$ cat config.mk
export PLATFORM = sky130hd
export DESIGN_NAME = div_ctrl
export DESIGN_NICKNAME = d
export VERILOG_FILES = /design/src/rtl/div_pkg.sv /design/src/rtl/div_step.sv /design/src/rtl/div_ctrl.sv
export SDC_FILE = /design/constraint.sdc
export NUM_CORES = 1
export LEC_CHECK = 0
export BUFFER_PORTS_ARGS = -buffer_cell sky130_fd_sc_hd__clkbuf_2
export CAP_MARGIN = 20
export CELL_PAD_IN_SITES_DETAIL_PLACEMENT = 1
export CELL_PAD_IN_SITES_GLOBAL_PLACEMENT = 1
export CORE_AREA = 2 2 200 202
export DETAILED_ROUTE_END_ITERATION = 10
export DIE_AREA = 0 0 202 204
export MAX_ROUTING_LAYER = met4
export PLACE_DENSITY_LB_ADDON = 0.1
export SLEW_MARGIN = 20
export SYNTH_ARGS = -nofsm -noshare
export SYNTH_HDL_FRONTEND = slang
export SYNTH_HIERARCHICAL = 1
export SYNTH_SLANG_ARGS = --single-unit
$ cat constraint.sdc
create_clock -name clk -period 4.5 [get_ports clk]
set_clock_uncertainty 0.05 [all_clocks]
set_input_delay 0.45 -clock clk [delete_from_list [all_inputs] [get_ports clk]]
set_output_delay 0.45 -clock clk [all_outputs]
set_load 0.01 [all_outputs]
$ cat src/rtl/div_pkg.sv
// Shared types and constants for the iterative divide sequencer.
package div_pkg;

    typedef enum logic [2:0] {
        IDLE,
        PREP,
        RUN,
        FIX,
        DONE
    } div_state_t;

    localparam int DIV_ITERS = 32;
    localparam int DIV_CNT_W = 5;

endpackage

$ cat src/rtl/div_step.sv
// One combinational restoring-division step on the {rem, quo} shift pair.
module div_step #(
    parameter int WIDTH = 32
) (
    input  logic [WIDTH-1:0] rem_i,
    input  logic [WIDTH-1:0] quo_i,
    input  logic [WIDTH-1:0] divisor_i,
    output logic [WIDTH-1:0] rem_o,
    output logic [WIDTH-1:0] quo_o
);

    logic [WIDTH:0] shifted;
    logic [WIDTH:0] trial;

    // A WIDTH+1-bit trial is enough: rem < divisor, so the MSB is a clean borrow flag.
    always_comb begin
        shifted = {rem_i, quo_i[WIDTH-1]};
        trial   = shifted - {1'b0, divisor_i};
        if (trial[WIDTH] == 1'b0) begin
            rem_o = trial[WIDTH-1:0];
            quo_o = {quo_i[WIDTH-2:0], 1'b1};
        end else begin
            rem_o = shifted[WIDTH-1:0];
            quo_o = {quo_i[WIDTH-2:0], 1'b0};
        end
    end

endmodule

$ cat src/rtl/div_ctrl.sv
// Iterative DIV/DIVU sequencer with pipeline stall request and one-cycle done window.
// Optional build macro DIV_ZERO_FAST_EN: a zero divisor skips the iterations from PREP.
module div_ctrl
    import div_pkg::*;
#(
    parameter int WIDTH = 32
) (
    input  logic             clk,
    input  logic             rst,
    input  logic             start_i,
    input  logic             signed_i,
    input  logic [WIDTH-1:0] dividend_i,
    input  logic [WIDTH-1:0] divisor_i,
    input  logic             cancel_i,
    output logic             stall_o,
    output logic             busy_o,
    output logic             done_o,
    output logic [WIDTH-1:0] lo_o,
    output logic [WIDTH-1:0] hi_o
);

    div_state_t           state_q, state_d;
    logic [DIV_CNT_W-1:0] cnt_q, cnt_d;
    logic [WIDTH-1:0]     lo_q, lo_d;
    logic [WIDTH-1:0]     hi_q, hi_d;
    logic [WIDTH-1:0]     rem_q, rem_d;
    logic [WIDTH-1:0]     quo_q, quo_d;
    logic [WIDTH-1:0]     dvs_q, dvs_d;
    logic                 sgn_q, sgn_d;
    logic                 neg_quo_q, neg_quo_d;
    logic                 neg_rem_q, neg_rem_d;
    logic [WIDTH-1:0]     step_rem;
    logic [WIDTH-1:0]     step_quo;

    // Two's-complement negate; the most negative value maps to itself, read as unsigned.
    function automatic logic [WIDTH-1:0] cond_neg(input logic [WIDTH-1:0] v, input logic neg);
        return neg ? (~v + WIDTH'(1)) : v;
    endfunction

    div_step #(.WIDTH(WIDTH)) u_step (
        .rem_i     (rem_q),
        .quo_i     (quo_q),
        .divisor_i (dvs_q),
        .rem_o     (step_rem),
        .quo_o     (step_quo)
    );

    always_comb begin
        state_d   = state_q;
        cnt_d     = cnt_q;
        lo_d      = lo_q;
        hi_d      = hi_q;
        rem_d     = rem_q;
        quo_d     = quo_q;
        dvs_d     = dvs_q;
        sgn_d     = sgn_q;
        neg_quo_d = neg_quo_q;
        neg_rem_d = neg_rem_q;
        stall_o   = 1'b0;
        case (state_q)
            IDLE: begin
                if (start_i && !cancel_i) begin
                    stall_o   = 1'b1;
                    state_d   = PREP;
                    quo_d     = dividend_i;
                    dvs_d     = divisor_i;
                    sgn_d     = signed_i;
                    neg_quo_d = signed_i & (dividend_i[WIDTH-1] ^ divisor_i[WIDTH-1]);
                    neg_rem_d = signed_i & dividend_i[WIDTH-1];
                end
            end
            PREP: begin
                stall_o = 1'b1;
                rem_d   = '0;
                cnt_d   = '0;
                quo_d   = cond_neg(quo_q, sgn_q & quo_q[WIDTH-1]);
                dvs_d   = cond_neg(dvs_q, sgn_q & dvs_q[WIDTH-1]);
                state_d = RUN;
`ifdef DIV_ZERO_FAST_EN
                // quo_q still holds the raw dividend here, which is what hi reports.
                if (dvs_q == '0) begin
                    lo_d    = '1;
                    hi_d    = quo_q;
                    state_d = DONE;
                end
`endif
            end
            RUN: begin
                stall_o = 1'b1;
                rem_d   = step_rem;
                quo_d   = step_quo;
                cnt_d   = cnt_q + DIV_CNT_W'(1);
                if (cnt_q == DIV_CNT_W'(DIV_ITERS - 1)) state_d = FIX;
            end
            FIX: begin
                stall_o = 1'b1;
                lo_d    = cond_neg(quo_q, neg_quo_q);
                hi_d    = cond_neg(rem_q, neg_rem_q);
                state_d = DONE;
            end
            DONE:    state_d = IDLE;
            default: state_d = IDLE;
        endcase
        // A flush discards the operation and any result it was about to write.
        if (cancel_i) begin
            state_d = IDLE;
            lo_d    = lo_q;
            hi_d    = hi_q;
        end
    end

    always_ff @(posedge clk or negedge rst) begin
        if (!rst) begin
            state_q <= IDLE;
            cnt_q   <= '0;
            lo_q    <= '0;
            hi_q    <= '0;
        end else begin
            state_q <= state_d;
            cnt_q   <= cnt_d;
            lo_q    <= lo_d;
            hi_q    <= hi_d;
        end
    end

    always_ff @(posedge clk) begin
        rem_q     <= rem_d;
        quo_q     <= quo_d;
        dvs_q     <= dvs_d;
        sgn_q     <= sgn_d;
        neg_quo_q <= neg_quo_d;
        neg_rem_q <= neg_rem_d;
    end

    assign busy_o = (state_q != IDLE);
    assign done_o = (state_q == DONE);
    assign lo_o   = lo_q;
    assign hi_o   = hi_q;

endmodule

After elaboration in Yosys (flattened, before gate mapping)

Index checks and enable logic that the tools add are counted.

Flip-flop bits (word level): 171
Input port bits: 69
Output and inout port bits: 67
Word-level logic and storage cells: 65

$add $sub $neg: 5
Eq/ne operators: 10
Mux-type cells: 18
Bitwise gates (word level): 9
Reductions and logical operators: 13

Operators with widths:

| cell                                          | count |
|---|---|
| two-way mux 32 bit                            | 7 |
| one-hot mux 32 bit (2 select lines)           | 2 |
| adder 32 x 1 -> 32 bit, second input constant | 3 |
| inverter 32 bit                               | 3 |
| one-hot mux 32 bit (3 select lines)           | 1 |
| subtractor 33 x 32 -> 33 bit                  | 1 |
| one-hot mux 3 bit (4 select lines)            | 1 |
| one-hot mux 5 bit (2 select lines)            | 1 |
| two-way mux 3 bit                             | 3 |
| == test 3 x 2 -> 1 bit, second input constant | 2 |
| inequality test 2 bit, second input constant  | 3 |
| inequality test 3 bit, second input constant  | 2 |
| AND reduction 2 bit                           | 3 |
| AND reduction 3 bit                           | 2 |
| nonzero test 3 bit                            | 2 |
| adder 5 x 1 -> 5 bit, second input constant   | 1 |
| == test 5 bit, second input constant          | 1 |
| bitwise AND 1 bit                             | 4 |
| nonzero test 2 bit                            | 2 |
| == test 3 x 1 -> 1 bit, second input constant | 1 |
| == test 3 bit, second input constant          | 1 |
| logical NOT 3 bit                             | 1 |
| OR reduction 3 bit                            | 1 |
| two-way mux 1 bit                             | 2 |
| 5 further kinds                               | 5 |

Logic depth before layout (Yosys ltp)

Gate-level depths: netlist (run 1).

Word-level depth: 5
Depth in mapped cells: 16
Gate-level depth less buffers: 14

By module

Netlist (run 1), hierarchy kept.

Modules (own cells, without submodules):

| module   | instances | cells each | area each (sq um) | seq. area each (sq um) |
|---|---|---|---|---|
| div_ctrl | 1         | 881        | 9,002.4           | 4,774.6 |
| div_step | 1         | 336        | 2,591.2           | 0.0 |

Worst setup path after synthesis (run 1)

OpenSTA, ideal clock, no wires.

Kind: register to register
Start point: register state_q[0]
End point: register dvs_q[10], enable pin
Arrival time: 3,257 ps
Slack: 727 ps
Cell stages (with the launch flop): 5
Path buffers: 1
Cells stage by stage: dfrtp_1 clkbuf_1 nor2_1 a21o_1 a211oi_1

Longest elaborated chain between the ends: 3
Elaborated cells between the ends (all ways): 6
Those cells by class: eq/ne (3); reduce/logical (3)

Ends and longest elaborated chain:

| what                                                                  | RTL line        | source |
|---|---|---|
| start: declaration                                                    | div_ctrl.sv:22  | `div_state_t state_q, state_d;` |
| start signal: assignment                                              | div_ctrl.sv:119 | `state_q <= state_d;` |
| == test 3 x 1 -> 1 bit or logical NOT 3 bit (tied branches)           | div_ctrl.sv:60  | `case (state_q)` |
| inequality test 2 bit (no line) or nonzero test 2 bit (tied branches) | --              |  |
| AND reduction 3 bit (no line) (*)                                     | --              |  |
| end signal: assignment                                                | div_ctrl.sv:129 | `dvs_q <= dvs_d;` |
| end: declaration                                                      | div_ctrl.sv:28  | `logic [WIDTH-1:0] dvs_q, dvs_d;` |

Every way passes the cells marked *; elsewhere a longest branch is shown, timed or not.
A chain may end at the register's enable or synchronous reset.

Worst setup path in the final report (run 1)

Start point: register quo_q[31]
End point: register rem_q[4], data pin

Longest elaborated chain between the ends: 3

Ends and longest elaborated chain:

| what                                | RTL line        | source |
|---|---|---|
| start: declaration                  | div_ctrl.sv:27  | `logic [WIDTH-1:0] quo_q, quo_d;` |
| start signal: assignment            | div_ctrl.sv:128 | `quo_q <= quo_d;` |
| subtractor 33 x 32 -> 33 bit        | div_step.sv:18  | `trial = shifted - {1'b0, divisor_i};` |
| two-way mux 32 bit                  | div_step.sv:19  | `if (trial[WIDTH] == 1'b0) begin` |
| named net step_rem[4]               | div_ctrl.sv:32  | `logic [WIDTH-1:0] step_rem;` |
| one-hot mux 32 bit (2 select lines) | div_ctrl.sv:60  |  |
| end signal: assignment              | div_ctrl.sv:127 | `rem_q <= rem_d;` |
| end: declaration                    | div_ctrl.sv:26  | `logic [WIDTH-1:0] rem_q, rem_d;` |

The timed path passes the listed nets, and every way through them passes these cells.

==> results of run 1 <==
## where the power goes
group / switching, µW / internal [µW]
Combinational: 1100 / 876
Clock: 688 / 834
Sequential: 350 / 2050
## synth_stat cells (7+ instances only)
cell type and number:
a21o_1 18, a21oi_1 25, a22oi_1 30, and2_1 37
and3_1 9, buf_4 34, clkbuf_1 42, dfrtp_1 72
edfxtp_1 99, ha_1 37, inv_1 46, mux2_4 19
nand2_1 159, nand2b_1 7, nand3_1 28, nand4_1 8
nor2_1 42, nor2b_1 7, nor3_1 27, nor4_1 11
o21a_1 7, o21ai_0 101, o21ai_1 56, o31ai_1 13
o41ai_1 7, or3_1 12, or4_1 11, xnor2_1 38
xor2_1 103
## flip-flops by register name, summed over array words and instances (netlist names)
register   flops
cnt_q          5
dvs_q         32
hi_o          32
lo_o          32
neg_quo_q      1
neg_rem_q      1
quo_q         32
rem_q         32
sgn_q          1
state_q        3
## kinds of logic after synthesis
kind of cell    Yosys count  synth area share (%)
compound gates          300                  16.3
simple gates            398                  17.8
xor+xnor                141                  10.7
mux                      29                  3.49
buf+inv                 140                  6.42
flops                   171                  41.2
fa+ha+maj                38                  4.17
## layout make-up
cell class                      instances  area (µm²)
Clock inverter                         14         144
Clock buffer                           18         439
Multi-Input combinational cell        906        6120
Fill cell                            4517       26100
Timing Repair Buffer                  150         793
Tap cell                              525         657
Sequential cell                       171        4770
Inverter                               47         184
## worst reg2reg max path: stages, from the launching register on
cell,delay [ps]
edfxtp_1,460
inv_1,70
ha_1,210
fa_1,410
and2b_1,250
o2111ai_2,130
a21oi_2,230
o2111ai_1,220
a211oi_2,340
nor2_4,100
mux2i_4,200
and2_4,220
inv_8,200
mux2_2,360
and2_1,140
## repair_timing
item                       4_1_cts  5_1_grt
setup endpoints to repair        0        0
hold buffers                     1        0
hold endpoints to repair        37        0
## worst paths after layout
kind | from | end
max | quo_q[31] | rem_q[4]
min | signed_i | sgn_q
max reg2reg | quo_q[31] | rem_q[4]
min reg2reg | hi_o[17] | hi_o[17]
max in group asynchronous | rst | lo_o[4]
min in group asynchronous | rst | lo_o[22]
## routing by layer
metal | GRT usage (%) | up-vias | part of all wire [%]
met5 | - | - | 0
met2 | 23.2 | 123 | 40
met3 | 2.69 | 20 | 2.8
met1 | 25.8 | 4226 | 56
li1 | - | 4475 | -
met4 | 4.25 | 0 | 1.0
## per-stage QoR
step	instance area [µm²]	total power, µW
finish	13100	5900
global route	13100	6310
CTS	13100	6010
detailed placement	12500	4440
global placement	12500	4420
floorplan	11600	3840
==> results.md, run 1 <==
- Drt via density: slightly below 5
- Worst-Margin Slew: roughly 940 ps
- Mapped cell area: ~12,000 µm²
- Placed cells: between 1,500 and 2,000
- Max-cap check violation count: 0
- Port Buffers: ~140
- Largest net degree at the start of global routing: 69
- Area Overhead vs Synth: 13.1%
- Crit path launch type: flip-flop
- Pins Over Slew Limit: 0
- Critical-path cell list: inv_1, ha_1, fa_1, and2b_1, o2111ai_2, a21oi_2, o2111ai_1, a211oi_2, nor2_4, mux2i_4, and2_4, inv_8, mux2_2, and2_1
- Worst vdd ir: ~0.00029 V
- Setup tns final: 0 ps
- Worst-Skew Late Latency: between 400 and 500 ps
- Layout Cells excl Fill: around 1,800
- Hold Crit Depth: 1
- Setup ws final: around 680 ps
- Pre-Repair DR Iteration Count: 4
- # IOs: approximately 140
- Leading cell type in the layout, fill and taps excluded: nand2_1
- DR WL/cell: 18.0 µm
- First-pass GRT wire length: roughly 53 mm
- Final Critical Period: around 3800 ps
- Cell taking the most area after synthesis: edfxtp_1
- Routed Antenna Nets: 0
- Syn avg cell area: around 9.5 µm²
- N_diodes: 0
- Initial antenna violation count: 0
- Number of synthesized flops with an enable pin: 99
- Vias in the first global route: 9,094
- # H-tree levels: 4
- Via Count: 8,844
- Slowest cell delay on critical path: 460 ps
- Crit path DAT: around 4000 ps
- Register-to-register setup slack: between 600 and 700 ps
- CTS Buf Count: 17
- Global Route Usage Sum: between 10% and 20%
- Final-report setup violation count: 0
- Area of the die: around 41,000 µm²
- Peak Freq: roughly 260 MHz
- Slowest CP cell: edfxtp_1
- CTS tree: yes
- Synth Register Bits: 171
- Crit. path cell count: 14
- Lkg Pwr: between 0.005 and 0.006 µW
- Synth async-reset ratio: between 40 and 50%
- Final HPWL from detailed placement: around 25 mm
- Syn Nets: between 1,000 and 1,500
- Placeable core region: about 39,000 µm²
- Setup crit end kind: flip-flop
- Yosys top cell area share: around a quarter
- Layout cell share with drive strength beyond 1: about a fifth
- # nets final: between 1,000 and 1,500
- Finished Core Util: 33.5%
- Die Wd: 202 µm
- Cell row count: 73
- Yosys cell types: 85
- Final hold vios: 0
- Worst Path Class, Setup: reg -> reg
- PD cells: ~450 nW/µm²
- Mapped Cells: approximately 1,200
- Place WS: 647 ps
- Post-CTS sizing: 0
- Outcome: finished clean
- Postcts setup bufs: 0
- Synth top area cells: edfxtp_1 26%, dfrtp_1 16%, xor2_1 7.8%, nand2_1 5.1%, o21ai_0 4.4%
- CTS Sinks: 171
- Total Routed Length: 33.0 mm
- Final hold slack: between 150 and 200 ps
- CP delay by family, top: compound AO/OA/AOI/OAI gates
- Buf/Inv on CP: 2
- Ys Warns: 6
- Height of the die: between 200 and 250 µm
- Worst Path Max Fanout: 24
- HP Class: in -> reg
- Clock Tree Buf Depth: 2
- RSZ-0062 raised after global routing: false
- Clk slew on worst S/H paths: 70 ps
- Most frequent cells in the layout: 158 x nand2_1, 134 x clkbuf_2, 103 x xor2_1
- Top FF cell, synth: edfxtp_1
- Slew HR: between 30% and 40%
- Gr ovfl total: 0
- Reg2reg path depth: 14
- Post-route DRC: 0
- Root Driver: clkbuf_16
- Final period util: 85.0%
- Initial DRC Count: ~420
- Initial Util: around 30%
- Routability cong.: 0.800
- Register area share after synthesis: a little over 40%
- Critical Path RT: ~4700 ps
No activity file was read; power rests on OpenSTA's default activity.
==> run 2: changes to the inputs <==
clock period = 4 ns   (was 4.5 ns; I/O delays follow)
==> results.md, run 2 (synthesized netlist as in run 1, its figures left out) <==
- Outcome: finished clean
- Finished Core Util: between 30% and 40%
- Most frequent cells in the layout: 158 x nand2_1, 134 x clkbuf_2, 103 x xor2_1
- Post-route DRC: 0
- Max-cap check violation count: 0
- Reg-to-reg endpoint: rem_q[24]
- Worst Path Max Fanout: 24
- Global Route Usage Sum: between 15 and 20%
- Clk slew on worst S/H paths: approximately 80 ps
- Pre-Repair DR Iteration Count: 5
- Worst-Margin Slew: 900 ps
- Comb pwr share: between 30% and 40%
- Layout cell share with drive strength beyond 1: between 10% and 20%
- Initial antenna violation count: 0
- Worst-Skew Late Latency: around 460 ps
- Initial DRC Count: ~500
- Area of the die: around 41,000 µm²
- Worst reg2reg path startpoint: dvs_q[0]
- Root Driver: clkbuf_16
- Worst vdd ir: 0.000337 V
- Total Routed Length: between 30 and 40 mm
- Leading cell type in the layout, fill and taps excluded: nand2_1
- CTS Buf Count: 17
- Int Pwr: between 4000 and 5000 µW
- Final HPWL from detailed placement: around 25 mm
- PD cells: just over 500 nW/µm²
- Postcts setup bufs: 0
- Setup crit end kind: flip-flop
- Critical Path RT: about 4200 ps
- Placeable core region: between 30,000 and 40,000 µm²
- Crit path DAT: a little under 4000 ps
- Layout Cells excl Fill: 1,841
- Reg2reg path depth: 13
- Placed cells: ~1,800
- Final hold vios: 0
- Clock Tree Buf Depth: 2
- Drt via density: 4.92
- Worst setup path endpoint: rem_q[24]
- CTS Sinks: roughly 170
- Routed Antenna Nets: 0
- Lkg Pwr: 0.00571 µW
- Flop pwr share: between 30% and 40%
- Via Count: 9,054
- Slew HR: around 40%
- Final Critical Period: about 3800 ps
- Port Buffers: around 140
- Register-to-register setup slack: between 200 and 250 ps
- Power, Total: between 6000 and 7000 µW
- # IOs: ~140
- First-pass GRT wire length: 55.0 mm
- Clock group share of total power: 26.4%
- Largest net degree at the start of global routing: 73
- Routability cong.: between 0.8 and 0.9
- Peak Freq: approximately 270 MHz
- Die Wd: between 200 and 250 µm
- Net Sw Power: 2440 µW
- Crit path launch type: flip-flop
- CP Launch Point: dvs_q[0]
- Final period util: between 90% and 100%
- Gr ovfl total: 0
- Sw frac: 36.3%
- HP Class: in -> reg
- Height of the die: 204 µm
- DR WL/cell: between 15 and 20 µm
- RSZ-0062 raised after global routing: false
- Worst Path Class, Setup: reg -> reg
- Setup tns final: 0 ps
- CTS tree: yes
- # nets final: roughly 1,400
- Cell row count: 73
- Vias in the first global route: around 9,200
- Initial Util: 29.6%
- # H-tree levels: 4
- Pins Over Slew Limit: 0
- Final-report setup violation count: 0
- Area Overhead vs Synth: 13.9%
[run 2: changes by cell type in the layout (fill, tap and decap cells not counted), sizes merged]
cell | before | now
buf | 15 | 23
clkbuf | 152 | 153
clkinv | 6 | 3
clkinvlp | 2 | 3
diode | 0 | 2
inv | 51 | 52
[run 2: worst max-delay path: stages, from the launching register on]
cell and delay (ps):
edfxtp_1 430, ha_1 250, fa_1 410, and2b_1 250, o2111ai_2 140, a21oi_2 230, o2111ai_1 210, a211oi_2 300
nor2_4 100, mux2i_4 180, and2_4 270, clkinv_8 200, mux2_4 340, and2_1 130
[run 2: power groups by stage]
stage          Sequential (µW)  Combinational (µW)  Clock, µW
6_report                  2680                2270       1770
5_1_grt                   2750                2540       1910
4_1_cts                   2690                2300       1850
3_5_place_dp              2730                2290          0
3_3_place_gp              2720                2260          0
2_1_floorplan             2710                1600          0
[run 2: cell type report]
class / count / area (µm²)
Tap cell: 525 / 657
Clock inverter: 13 / 151
Timing Repair Buffer: 158 / 857
Fill cell: 4505 / 26000
Multi-Input combinational cell: 906 / 6120
Clock buffer: 19 / 454
Sequential cell: 171 / 4770
Inverter: 47 / 189
Antenna cell: 2 / 5.00
[run 2: how the worst min path moves through the flow]
| stage | start | endpoint | slack (ps) | depth (start not counted) |
|---|---|---|---|---|
| floorplan | rst | cnt_q[0] | 50 | 0 |
| global placement | hi_o[23] | hi_o[23] | 410 | 2 |
| detailed placement | lo_o[9] | lo_o[9] | 420 | 2 |
| CTS | signed_i | sgn_q | 80 | 1 |
| global route | signed_i | sgn_q | 110 | 1 |
| finish | signed_i | sgn_q | 110 | 1 |
[run 2: timing repair]
action	4_1_cts	5_1_grt
hold endpoints to repair	0	43
hold buffers	0	1
gates resized for setup	0	1
endpoints found under the setup margin	0	3
[run 2: layer usage]
| layer | vias up | global-route usage (%) | routed length, µm |
|---|---|---|---|
| met3 | 21 | 2.61 | 1240 |
| met2 | 152 | 23.7 | 13900 |
| met4 | 0 | 4.73 | 417 |
| met5 | - | - | 0 |
| li1 | 4487 | - | - |
| met1 | 4394 | 27.0 | 18600 |
[run 2: per-stage QoR]
step                      instance area [µm²]  hold WS [ps]  setup WS, ps
after floorplan                         11600          54.4           227
after global placement                  12600           412           265
after detailed placement                12600           423           197
after CTS                               13200          82.1           163
after global routing                    13200           105          24.3
final                                   13200           111           244
